$ cat config.mk
export PLATFORM = sky130hd
export DESIGN_NAME = fetch_stage
export DESIGN_NICKNAME = d
export VERILOG_FILES = /design/src/rtl/fetch_pkg.sv /design/src/rtl/fetch_stage_if_id_reg.sv /design/src/rtl/fetch_stage.sv
export SDC_FILE = /design/constraint.sdc
export NUM_CORES = 1
export LEC_CHECK = 0
export CAP_MARGIN = 30
export CORE_MARGIN = 4
export CORE_UTILIZATION = 34
export CTS_CLUSTER_SIZE = 14
export DETAILED_ROUTE_END_ITERATION = 12
export PLACE_DENSITY = 0.58
export SYNTH_ARGS = -nofsm -noshare
export SYNTH_HDL_FRONTEND = slang
export SYNTH_SLANG_ARGS = --single-unit
$ cat constraint.sdc
create_clock -name clk_i -period 4.3 [get_ports clk_i]
set_input_delay 0.43 -clock clk_i [delete_from_list [all_inputs] [get_ports clk_i]]
set_output_delay 0.43 -clock clk_i [all_outputs]
set_load 0.01 [all_outputs]
$ cat src/rtl/fetch_pkg.sv
// rtl/fetch_pkg.sv - shared constants and state encoding for the fetch stage
package fetch_pkg;

    localparam logic [31:0] NOP_INSTR = 32'h0000_0013;
    localparam logic [31:0] RESET_PC  = 32'h0000_0000;
    localparam logic [31:0] PC_STEP   = 32'd4;

    typedef enum logic [1:0] {
        S_FETCH = 2'd0,
        S_HOLD  = 2'd1,
        S_DROP  = 2'd2
    } fetch_state_t;

    // Wraps naturally at 32 bits: 0xFFFFFFFC -> 0x00000000.
    function automatic logic [31:0] next_pc(input logic [31:0] pc);
        return pc + PC_STEP;
    endfunction

endpackage

$ cat src/rtl/fetch_stage_if_id_reg.sv
// rtl/fetch_stage_if_id_reg.sv - IF/ID pipeline register with load, bubble and hold
module if_id_reg
    import fetch_pkg::*;
(
    input  logic        clk_i,
    input  logic        rst_i,
    input  logic        load_i,
    input  logic        bubble_i,
    input  logic [31:0] pc_i,
    input  logic [31:0] instr_i,
    output logic [31:0] pc_o,
    output logic [31:0] instr_o,
    output logic        valid_o
);

    logic [31:0] r_pc;
    logic [31:0] r_instr;
    logic        r_valid;

    // Load has priority over bubble; a bubble keeps the last PC for debug visibility.
    always_ff @(posedge clk_i) begin
        if (rst_i) begin
            r_pc    <= RESET_PC;
            r_instr <= NOP_INSTR;
            r_valid <= 1'b0;
        end else if (load_i) begin
            r_pc    <= pc_i;
            r_instr <= instr_i;
            r_valid <= 1'b1;
        end else if (bubble_i) begin
            r_instr <= NOP_INSTR;
            r_valid <= 1'b0;
        end
    end

    assign pc_o    = r_pc;
    assign instr_o = r_instr;
    assign valid_o = r_valid;

endmodule

$ cat src/rtl/fetch_stage.sv
// rtl/fetch_stage.sv - instruction fetch FSM, fetch PC and redirect handling
module fetch_stage
    import fetch_pkg::*;
(
    input  logic        clk_i,
    input  logic        rst_i,
    input  logic        pc_write_i,
    input  logic        stall_i,
    input  logic        flush_i,
    input  logic [31:0] branch_target_i,
    output logic        imem_req_o,
    output logic [31:0] imem_addr_o,
    input  logic        imem_ready_i,
    input  logic [31:0] imem_rdata_i,
    output logic [31:0] pc_o,
    output logic [31:0] instr_o,
    output logic        valid_o
);

    fetch_state_t r_state;
    fetch_state_t w_state_next;
    logic [31:0]  r_fetch_pc;
    logic [31:0]  w_fetch_pc_next;
    logic [31:0]  r_buf;
    logic [31:0]  r_target;
    logic         w_buf_we;
    logic         w_tgt_we;
    logic         w_load;
    logic         w_bubble;
    logic [31:0]  w_load_instr;
    logic         w_hold;
    logic         w_flush;

    assign w_hold  = stall_i | ~pc_write_i;
    assign w_flush = flush_i & ~w_hold;

    always_ff @(posedge clk_i) begin
        if (rst_i) begin
            r_state    <= S_FETCH;
            r_fetch_pc <= RESET_PC;
            r_buf      <= NOP_INSTR;
            r_target   <= RESET_PC;
        end else begin
            r_state    <= w_state_next;
            r_fetch_pc <= w_fetch_pc_next;
            if (w_buf_we) r_buf <= imem_rdata_i;
            if (w_tgt_we) r_target <= branch_target_i;
        end
    end

    always_comb begin
        w_state_next    = r_state;
        w_fetch_pc_next = r_fetch_pc;
        w_buf_we        = 1'b0;
        w_tgt_we        = 1'b0;
        w_load          = 1'b0;
        w_bubble        = 1'b0;
        w_load_instr    = imem_rdata_i;
        case (r_state)
            S_FETCH: begin
                if (imem_ready_i) begin
                    if (w_hold) begin
                        w_buf_we     = 1'b1;
                        w_state_next = S_HOLD;
                    end else if (w_flush) begin
                        w_bubble        = 1'b1;
                        w_fetch_pc_next = branch_target_i;
                    end else begin
                        w_load          = 1'b1;
                        w_fetch_pc_next = next_pc(r_fetch_pc);
                    end
                end else if (!w_hold) begin
                    // The request is still in flight, so a redirect must wait for it in S_DROP.
                    w_bubble = 1'b1;
                    if (w_flush) begin
                        w_tgt_we     = 1'b1;
                        w_state_next = S_DROP;
                    end
                end
            end
            S_HOLD: begin
                w_load_instr = r_buf;
                if (!w_hold) begin
                    w_state_next = S_FETCH;
                    if (w_flush) begin
                        w_bubble        = 1'b1;
                        w_fetch_pc_next = branch_target_i;
                    end else begin
                        w_load          = 1'b1;
                        w_fetch_pc_next = next_pc(r_fetch_pc);
                    end
                end
            end
            S_DROP: begin
                if (w_flush) w_tgt_we = 1'b1;
                if (imem_ready_i) begin
                    w_fetch_pc_next = w_flush ? branch_target_i : r_target;
                    w_state_next    = S_FETCH;
                end
            end
            default: begin
                w_state_next = S_FETCH;
            end
        endcase
    end

    assign imem_req_o  = ~rst_i & (r_state != S_HOLD);
    assign imem_addr_o = r_fetch_pc;

    if_id_reg u_if_id_reg (
        .clk_i    (clk_i),
        .rst_i    (rst_i),
        .load_i   (w_load),
        .bubble_i (w_bubble),
        .pc_i     (r_fetch_pc),
        .instr_i  (w_load_instr),
        .pc_o     (pc_o),
        .instr_o  (instr_o),
        .valid_o  (valid_o)
    );

endmodule

## Word-level counts from Yosys, hierarchy flattened

Index checks and enable logic that the tools add are counted.

| storage, ports and cells | value |
|---|---|
| input bits | 70 |
| register bits after elaboration | 163 |

| cells by class | value |
|---|---|
| add/sub/neg operators | 1 |
| reductions and logical operators | 5 |
| bitwise gates (word level) | 6 |
| multiplexer cells | 32 |
| equal/unequal tests | 9 |

Operators with widths:

| kind | count |
|---|---|
| two-way mux 32 bit | 8 |
| one-hot mux 32 bit (3 select lines) | 1 |
| adder 32 x 3 -> 32 bit (second input constant) | 1 |
| two-way mux 1 bit | 13 |
| two-way mux 2 bit | 6 |
| inequality test 3 bit (second input constant) | 3 |
| inequality test 2 bit (second input constant) | 3 |
| one-hot mux 1 bit (2 select lines) | 3 |
| one-hot mux 2 bit (3 select lines) | 1 |
| AND reduction 5 bit | 1 |
| inverter 1 bit | 3 |
| AND reduction 3 bit | 1 |
| nonzero test 3 bit | 1 |
| AND 1 bit | 2 |
| equality test 2 x 1 -> 1 bit (second input constant) | 1 |
| equality test 2 bit (second input constant) | 1 |
| logical NOT 2 bit | 1 |
| inequality test 2 x 1 -> 1 bit (second input constant) | 1 |
| nonzero test 2 bit | 1 |
| OR 1 bit | 1 |

## Depth between registers and ports, before layout

Gate-level depths: netlist (run 1).

| logic depth | value |
|---|---|
| word-level depth | 10 |
| depth in mapped cells | 9 |
| mapped depth without buffers | 6 |

## Cells and area by module

A second synthesis (run 1) with hierarchy kept.

| second synthesis, totals | value |
|---|---|
| cell total of the unflattened synthesis | 912 |
| area total of the unflattened synthesis | 7558.5 um^2 |

By module, submodules not included:

| module | times used | cells each | area each (um^2) | seq. area each (um^2) |
|---|---|---|---|---|
| fetch_stage | 1 | 666 | 4994.8 | 1961.9 |
| if_id_reg | 1 | 246 | 2563.7 | 1301.2 |

## Worst setup path after synthesis (run 1)

OpenSTA, ideal clock, no wires.

| path | value |
|---|---|
| path kind | input to register |
| from | input port stall_i |
| to | register r_fetch_pc[26], in the netlist imem_addr_o[26] |
| buffers on the path | 2 |
| slack | 2.260 ns |
| cell stages on the path | 6 |
| arrival | 1.966 ns |
| data required time | 4.226 ns |
| library setup time | 0.074 ns |
| cells stage by stage | or3b_1 > clkbuf_1 > or3_1 > clkbuf_1 > or4_1 > a31oi_1 |

| between the ends | value |
|---|---|
| cells in the longest elaborated chain, start to end | 7 |
| elaborated cells on any way between the ends | 9 |

RTL lines:

| item | line | source |
|---|---|---|
| start, declared | fetch_stage.sv:8 | `input logic stall_i,` |
| OR 1 bit (*) | fetch_stage.sv:34 | `assign w_hold = stall_i \| ~pc_write_i;` |
| inverter 1 bit | fetch_stage.sv:35 | `assign w_flush = flush_i & ~w_hold;` |
| AND 1 bit | fetch_stage.sv:35 |  |
| two-way mux 32 bit | fetch_stage.sv:65, fetch_stage.sv:85 |  |
| two-way mux 32 bit | fetch_stage.sv:83 | `if (!w_hold) begin` |
| two-way mux 32 bit | fetch_stage.sv:61 | `if (imem_ready_i) begin` |
| one-hot mux 32 bit (3 select lines) (*) | fetch_stage.sv:59 | `case (r_state)` |
| end signal, assigned | fetch_stage.sv:45 | `r_fetch_pc <= w_fetch_pc_next;` |
| end, declared | fetch_stage.sv:22 | `logic [31:0] r_fetch_pc;` |

Mark *: on every way between the ends. The rest lies on a longest branch, timed or not. The select of a mux whose other input is x is not followed.
A chain may end at the register's enable or synchronous reset.

## Worst setup path in the final report (run 1)

| path | value |
|---|---|
| from | input port pc_write_i |
| to | register r_fetch_pc[26], in the netlist imem_addr_o[26] |

| between the ends | value |
|---|---|
| cells in the longest elaborated chain, start to end | 8 |
| elaborated cells on any way between the ends | 10 |

RTL lines:

| item | line | source |
|---|---|---|
| start, declared | fetch_stage.sv:7 | `input logic pc_write_i,` |
| inverter 1 bit (*) | fetch_stage.sv:34 |  |
| OR 1 bit (*) | fetch_stage.sv:34 |  |
| inverter 1 bit | fetch_stage.sv:35 |  |
| AND 1 bit | fetch_stage.sv:35 |  |
| two-way mux 32 bit | fetch_stage.sv:65, fetch_stage.sv:85 |  |
| two-way mux 32 bit | fetch_stage.sv:83 |  |
| two-way mux 32 bit | fetch_stage.sv:61 |  |
| one-hot mux 32 bit (3 select lines) (*) | fetch_stage.sv:59 |  |

Marked as above.

==> qor.csv, run 1 <==
stage,metric,value,unit
cts,cts_inserted_buffers,17,
cells_and_area,stdcell_area,9638,µm²
cts,cts_root_buf,sky130_fd_sc_hd__clkbuf_16,
detailed_routing,drt.antenna.violating_nets,0,
synth,synth_fa_ha_area_share,0.1752,%
synth,synthesis.area_per_instance,7.245,µm²
placed_design,port-buffer-count,167,
worst_setup_path,worstSetupPathType,input pin to register,
power,static-leakage-power,3.317,nW
sta,timing_max_transition_violations_final,0,
worst_setup_path,crit_path_start_kind,input pin,
placed_design,placed_cells_incl_taps,1361,
run,drv.max_cap_violation_count,0,
worst_setup_path,setup.worst_path.end_class,register,
sta,rsz0062_at_grt,no,
worst_setup_path,rrSetupSlack,1.83,ns
synth,dominant_combinational_cell_family_by_area_after_synthesis,simple AND/OR/NAND/NOR gates,
synth,synth_compound_gate_area_share,21.18,%
worst_setup_path,path_max_fanout,39,
sta,totalNegativeSetupSlack,0,ns
synth,synth.ff_latch_count,163,
global_route,first_global_vias,6642,
power,power-per-cell-area,375.6,nW/µm²
synth,synth-edff-count,0,
synth,synth_nets,1057,
cts,h-tree-depth,4,
worst_setup_path,cp_cell_sequence,clkdlybuf4s50_1 -> or3b_1 -> or3_2 -> or4_1 -> a31oi_1,
sta,finalWorstSetupSlack,1.746,ns
power,vdd.ir_drop.worst,0.2993,mV
worst_setup_path,timing.critical_path.slowest_cell_delay,0.76,ns
synth,synthesis.instances,986,
cts,tritoncts_clock_tree,yes,
synth,synth.yosys.seq_area_share,45.68,%
status,status,"complete, no violations",
cells_and_area,post_route_cells_drive_above_1_share,5.699,%
cts,ctsLongestPathBuffers,2,
detailed_routing,route.detailed.wl_per_inst,16.45,µm
worst_setup_path,worst-endpoint-required,4.65,ns
detailed_routing,drt_wl_total,22910,µm
global_route,grt_antenna_before_repair,1,
cts,clock_latency,0.43,ns
floorplan,rows,52,
detailed_routing,starting_drt_drc_count,541,
cts,cts_hold_buffers,0,
sta,clock.fmax,0.3916,GHz
sta,setup_viol,0,
min_path,worst_hold_path_type,register to register,
synth,post_synth_instance_area,7143,µm²
worst_setup_path,critPathTopFamily,simple AND/OR/NAND/NOR gates,
synth,postSynth.asyncResetShare,0,%
detailed_routing,dr.pass1.iters,4,
sta,finalClockSkew,0.01316,ns
floorplan,fp.dieH,152.9,µm
sta,period_minus_ws_final,2.554,ns
sta,final_min_period_over_clock_period,59.39,%
placed_design,dp_wirelength,15070,µm
cts,clkSinkCount,163,
sta,relative_slew_slack,48.59,%
floorplan,die-area,23390,µm²
cells_and_area,layout.cells.non_filler,1393,
worst_setup_path,cp_num_buf_inv,1,
floorplan,die_width,152.9,µm
detailed_routing,via_per_inst,5.235,
worst_setup_path,critPathSlowestCell,sky130_fd_sc_hd__or3_2,
floorplan,starting_density_of_the_core,34.96,%
synth,synthSimpleGateAreaFrac,28.50,%
synth,yosys_most_used_dff,sky130_fd_sc_hd__dfxtp_1,
cells_and_area,flow.area_growth_from_synthesis,34.93,%
cts,cts_resized,0,
global_route,grt_pass1_wl,36630,µm
placed_design,dp_worst_setup_slack,1.291,ns
floorplan,pin_count,168,
cells_and_area,antenna-diode-count,0,
detailed_routing,vias,7293,
synth,yosysUniqueCellTypes,49,
cells_and_area,layout_nets,1181,
global_route,grt_max_degree,69,
power,fin_total_pwr,3.620,mW
placed_design,post_dp_cell_area,8996,µm²
synth,yosys_warnings,0,
global_route,grt_use_total,18.79,%
cts,post-cts-setup-buffer-count,0,
cts,cts.reportedPaths.clkPinSlew,0.07,ns
worst_setup_path,worstPathArrival,2.91,ns
synth,multiplexer_share_of_the_synthesized_area,0,%
sta,worst-slew-pin-transition,0.7684,ns
floorplan,coreArea,20430,µm²
sta,finalHoldViolCount,0,
detailed_routing,route.detailed.drc,0,
placed_design,gp_congestion,0.8029,
global_route,global_route.overflow_total,0,
synth,post_synth_xor_area_fraction,0.1226,%
## power breakdown
group	leakage, nW	internal (mW)	switching, mW
Sequential	1.32	1.56	0.0439
Combinational	1.68	0.154	0.201
Clock	0.318	0.992	0.674
Total	3.32	2.70	0.919
## worst min-delay path, cell delays in order (launching register included)
cell and delay, ns:
sky130_fd_sc_hd__dfxtp_1 0.31, sky130_fd_sc_hd__nand2_1 0.05, sky130_fd_sc_hd__a21oi_1 0.05
## placed cells by master, fill, tap and decap left out, drive strengths merged, types with 5 or more instances in the layout
cell	synthesis	layout
nand2	309	309
a21oi	190	190
buf	6	18
a31oi	12	12
and3	6	6
nor4	5	5
o21ai	23	23
clkdlybuf4s50	0	166
dfxtp	163	163
clkbuf	73	17
nor2	51	51
nand4	8	8
a311oi	6	6
nand3	40	40
nor3	11	11
inv	3	10
o211ai	14	14
or3	6	6
and2	5	5
## cells by family after synthesis
family                   count (synthesis)
buffers and inverters                   82
flip-flops                             163
AND/OR/NAND/NOR                        469
XOR/XNOR                                 1
AO/OA/AOI/OAI                          270
adder cells (fa/ha/maj)                  1
## synthesized netlist by cell type (5+ instances only)
master / n / share of area, %
sky130_fd_sc_hd__a21oi_1: 190 / 13
sky130_fd_sc_hd__a311oi_1: 6 / 0.74
sky130_fd_sc_hd__a31oi_1: 12 / 1.1
sky130_fd_sc_hd__and2_1: 5 / 0.44
sky130_fd_sc_hd__and3_1: 6 / 0.53
sky130_fd_sc_hd__clkbuf_1: 73 / 3.8
sky130_fd_sc_hd__dfxtp_1: 163 / 46
sky130_fd_sc_hd__nand2_1: 309 / 16
sky130_fd_sc_hd__nand3_1: 40 / 2.8
sky130_fd_sc_hd__nand4_1: 7 / 0.61
sky130_fd_sc_hd__nor2_1: 51 / 2.7
sky130_fd_sc_hd__nor3_1: 10 / 0.70
sky130_fd_sc_hd__o211ai_1: 14 / 1.5
sky130_fd_sc_hd__o21ai_0: 23 / 1.6
sky130_fd_sc_hd__or3_1: 6 / 0.53
## path summary, 6_finish.rpt
| path | from | endpoint | depth (start not counted) |
|---|---|---|---|
| max | pc_write_i | imem_addr_o[26] | 5 |
| min | u_if_id_reg.pc_o[4] | u_if_id_reg.pc_o[4] | 2 |
| max reg2reg | imem_addr_o[2] | imem_addr_o[30] | 6 |
| min reg2reg | u_if_id_reg.pc_o[4] | u_if_id_reg.pc_o[4] | 2 |
## registers in the layout, indices dropped and copies added, names as in the netlist
register / count
r_buf: 32
imem_addr_o: 32
r_target: 32
u_if_id_reg.instr_o: 32
u_if_id_reg.valid_o: 1
r_state: 2
u_if_id_reg.pc_o: 32
## metrics by stage
stage	hold slack, ns	utilization, %
after floorplan	0.4319	-
after global placement	0.4373	44.03
after detailed placement	0.4438	44.03
after CTS	0.4528	47.18
after global routing	0.4702	47.18
final	0.4523	47.18
## routing by layer
metal	wire (µm)	GRT usage, %
met4	301	4.837
met5	12	0
met1	10800	27.15
met3	1449	4.467
met2	10340	28.26
## layout make-up
type / instances / area, µm²
clock buffer: 17 / 425.4
clock inverter: 15 / 216.5
fill: 2088 / 10790
inverter: 3 / 11.26
multi-input combinational: 741 / 3587
sequential: 163 / 3263
tap: 270 / 337.8
timing repair buffer: 184 / 1797
Note: power is estimated with default switching activity, not from simulation.
==> run 2: changes to the inputs <==
clock period = 2.4 ns   (was 4.3 ns; I/O delays follow)
==> run 2 against run 1 <==
  * Die area is the same
  * Global-route usage grew 0.72 points
  * Worst hold slack lost 0.21 ns
  * Combinational power grew 100%
  * Via count grew 0.92%
  * Wire length grew 3.1%
  * Cell area grew 3.9%
  * Count of clock-buffer cells in the layout is the same
  * Largest power group unchanged
==> qor.csv, run 2 (synthesized netlist as in run 1, its figures left out) <==
stage,metric,value,unit,change
status,status,"complete, no violations",,
sta,period_minus_ws_final,2.149,ns,
cells_and_area,multiInputGateArea,3587,µm²,unchanged
cts,cts.reportedPaths.clkPinSlew,0.07,ns,about the same
global_route,first_global_vias,7006,,+5.5%
sta,finalClockSkew,0.008194,ns,-0.004965 ns
detailed_routing,route.detailed.drc,0,,unchanged
sta,timing_max_transition_violations_final,0,,unchanged
placed_design,post_dp_cell_area,9392,µm²,+4.4%
worst_setup_path,crit_path_start_kind,register,,
sta,relative_slew_slack,67.70,%,+19 points
cells_and_area,mostFrequentLayoutCell,sky130_fd_sc_hd__nand2_1,,
detailed_routing,route.detailed.wl_per_inst,16.41,µm,-0.18%
cts,ctsLongestPathBuffers,2,,unchanged
global_route,grt_max_degree,46,,-33%
cts,clock_latency,0.43,ns,about the same
min_path,worst_hold_path_type,input pin to register,,
power,static-leakage-power,3.545,nW,+6.9%
worst_setup_path,setup.worst_path.end_class,register,,
cts,cts_hold_buffers,0,,unchanged
cts,cts_inserted_buffers,17,,unchanged
sta,final_min_period_over_clock_period,89.56,%,
global_route,global_route.overflow_total,0,,unchanged
power,fin_total_pwr,6.443,mW,+78%
worst_setup_path,worstPathArrival,2.48,ns,-0.43 ns
worst_setup_path,crit_start,imem_addr_o[2],,
global_route,grt_use_total,19.52,%,+0.72 points
sta,clock.fmax,0.4653,GHz,
sta,rsz0062_at_grt,no,,
power,vdd.ir_drop.worst,0.4292,mV,+43%
detailed_routing,via_per_inst,5.115,,-2.3%
placed_design,gp_congestion,0.8264,,+2.9%
placed_design,dp_wirelength,16490,µm,+9.4%
floorplan,rows,52,,unchanged
cells_and_area,layout_nets,1227,,+3.9%
global_route,grt_antenna_before_repair,0,,-1
detailed_routing,drt.antenna.violating_nets,0,,unchanged
cells_and_area,flow.area_growth_from_synthesis,40.13,%,
cells_and_area,antenna-diode-count,0,,unchanged
cells_and_area,mostFrequentLayoutCells,"sky130_fd_sc_hd__nand2_1 (309), sky130_fd_sc_hd__a21oi_1 (190), sky130_fd_sc_hd__clkdlybuf4s50_1 (166), sky130_fd_sc_hd__dfxtp_1 (163), sky130_fd_sc_hd__buf_4 (60)",,
cts,cts_resized,0,,unchanged
cells_and_area,post_route_cells_drive_above_1_share,9.410,%,+3.7 points
floorplan,fp.dieH,152.9,µm,unchanged
floorplan,die_width,152.9,µm,unchanged
cts,h-tree-depth,4,,unchanged
detailed_routing,drt_wl_total,23620,µm,+3.1%
sta,finalHoldViolCount,0,,unchanged
cells_and_area,fill_cells,2056,,-1.5%
placed_design,port-buffer-count,167,,unchanged
floorplan,pin_count,168,,unchanged
cts,cts_root_buf,sky130_fd_sc_hd__clkbuf_16,,
worst_setup_path,worst-r2r-cell-count,6,,unchanged
cts,tritoncts_clock_tree,yes,,
cells_and_area,layout.area.seq,3263,µm²,unchanged
detailed_routing,starting_drt_drc_count,350,,-35%
cts,clkSinkCount,163,,unchanged
floorplan,coreArea,20430,µm²,unchanged
worst_setup_path,worst-endpoint-required,2.73,ns,-1.92 ns
power,power-per-cell-area,643.7,nW/µm²,+71%
worst_setup_path,worstReg2RegStart,imem_addr_o[2],,
min_path,min_path_cells,2,,unchanged
sta,totalNegativeSetupSlack,0,ns,unchanged
sta,worst-slew-pin-transition,0.4823,ns,-0.2861 ns
run,drv.max_cap_violation_count,0,,unchanged
worst_setup_path,path_max_fanout,4,,-90%
worst_setup_path,worstSetupPathType,register to register,,
cells_and_area,stdcell_area,10010,µm²,+3.9%
floorplan,die-area,23390,µm²,unchanged
detailed_routing,dr.pass1.iters,5,,+1
floorplan,starting_density_of_the_core,34.96,%,unchanged
sta,setup_viol,0,,unchanged
detailed_routing,vias,7360,,+0.92%
global_route,grt_pass1_wl,37570,µm,+2.6%
min_path,hold_start,rst_i,,
cts,post-cts-setup-buffer-count,0,,unchanged
[run 2: changes by cell type in the layout (fill, tap and decap cells not counted), sizes merged]
| cell | previous run | this run |
|---|---|---|
| buf | 18 | 64 |
| clkinv | 4 | 2 |
| clkinvlp | 0 | 3 |
| bufinv | 4 | 3 |
[run 2: where the power goes]
group / switching, mW / internal (mW) / leakage (nW)
sequential: 0.0585 / 2.79 / 1.32
clock: 1.21 / 1.67 / 0.295
combinational: 0.395 / 0.323 / 1.93
total: 1.67 / 4.78 / 3.54
[run 2: critical path: stages, from the launching register on]
cell                       delay (ns)
sky130_fd_sc_hd__dfxtp_1         0.33
sky130_fd_sc_hd__ha_1            0.25
sky130_fd_sc_hd__nand4_1         0.23
sky130_fd_sc_hd__or4_1           0.63
sky130_fd_sc_hd__o41ai_1         0.26
sky130_fd_sc_hd__a21oi_1         0.11
sky130_fd_sc_hd__a311oi_1        0.25
[run 2: layout make-up]
cell class | count | share of cell area [%]
clock buffer | 17 | 4.250
clock inverter | 15 | 1.925
inverter | 3 | 0.1125
multi-input combinational | 741 | 35.84
sequential | 163 | 32.60
tap | 270 | 3.375
timing repair buffer | 230 | 21.90
[run 2: worst paths after layout]
check                         to  slack (ns)
max              imem_addr_o[24]        0.25
min                 r_target[22]        0.24
max reg2reg      imem_addr_o[24]        0.25
min reg2reg  u_if_id_reg.pc_o[4]        0.45
[run 2: metal layers]
metal	GRT usage, %	vias up	wire [µm]
li1	-	3715	-
met1	26.45	3408	10780
met2	31.04	211	10900
met3	4.665	26	1493
met4	5.812	0	442
met5	0	-	0
[run 2: metrics by stage]
step	instances	hold slack [ns]	util [%]	setup WS, ns
finish	1439	0.2375	49.00	0.2507
global route	1439	0.2639	49.00	0.05178
CTS	1439	0.2305	49.00	0.2706
detailed placement	1407	0.4444	45.97	0.01915
global placement	1407	0.4377	45.97	0.02009
floorplan	986	0.3642	-	0.3709
==> run 3: changes to the inputs <==
HOLD_SLACK_MARGIN = 0.15   (was unset)
==> results of run 3 <==
No change in the layout: final DEF, timing and power equal those of run 2.
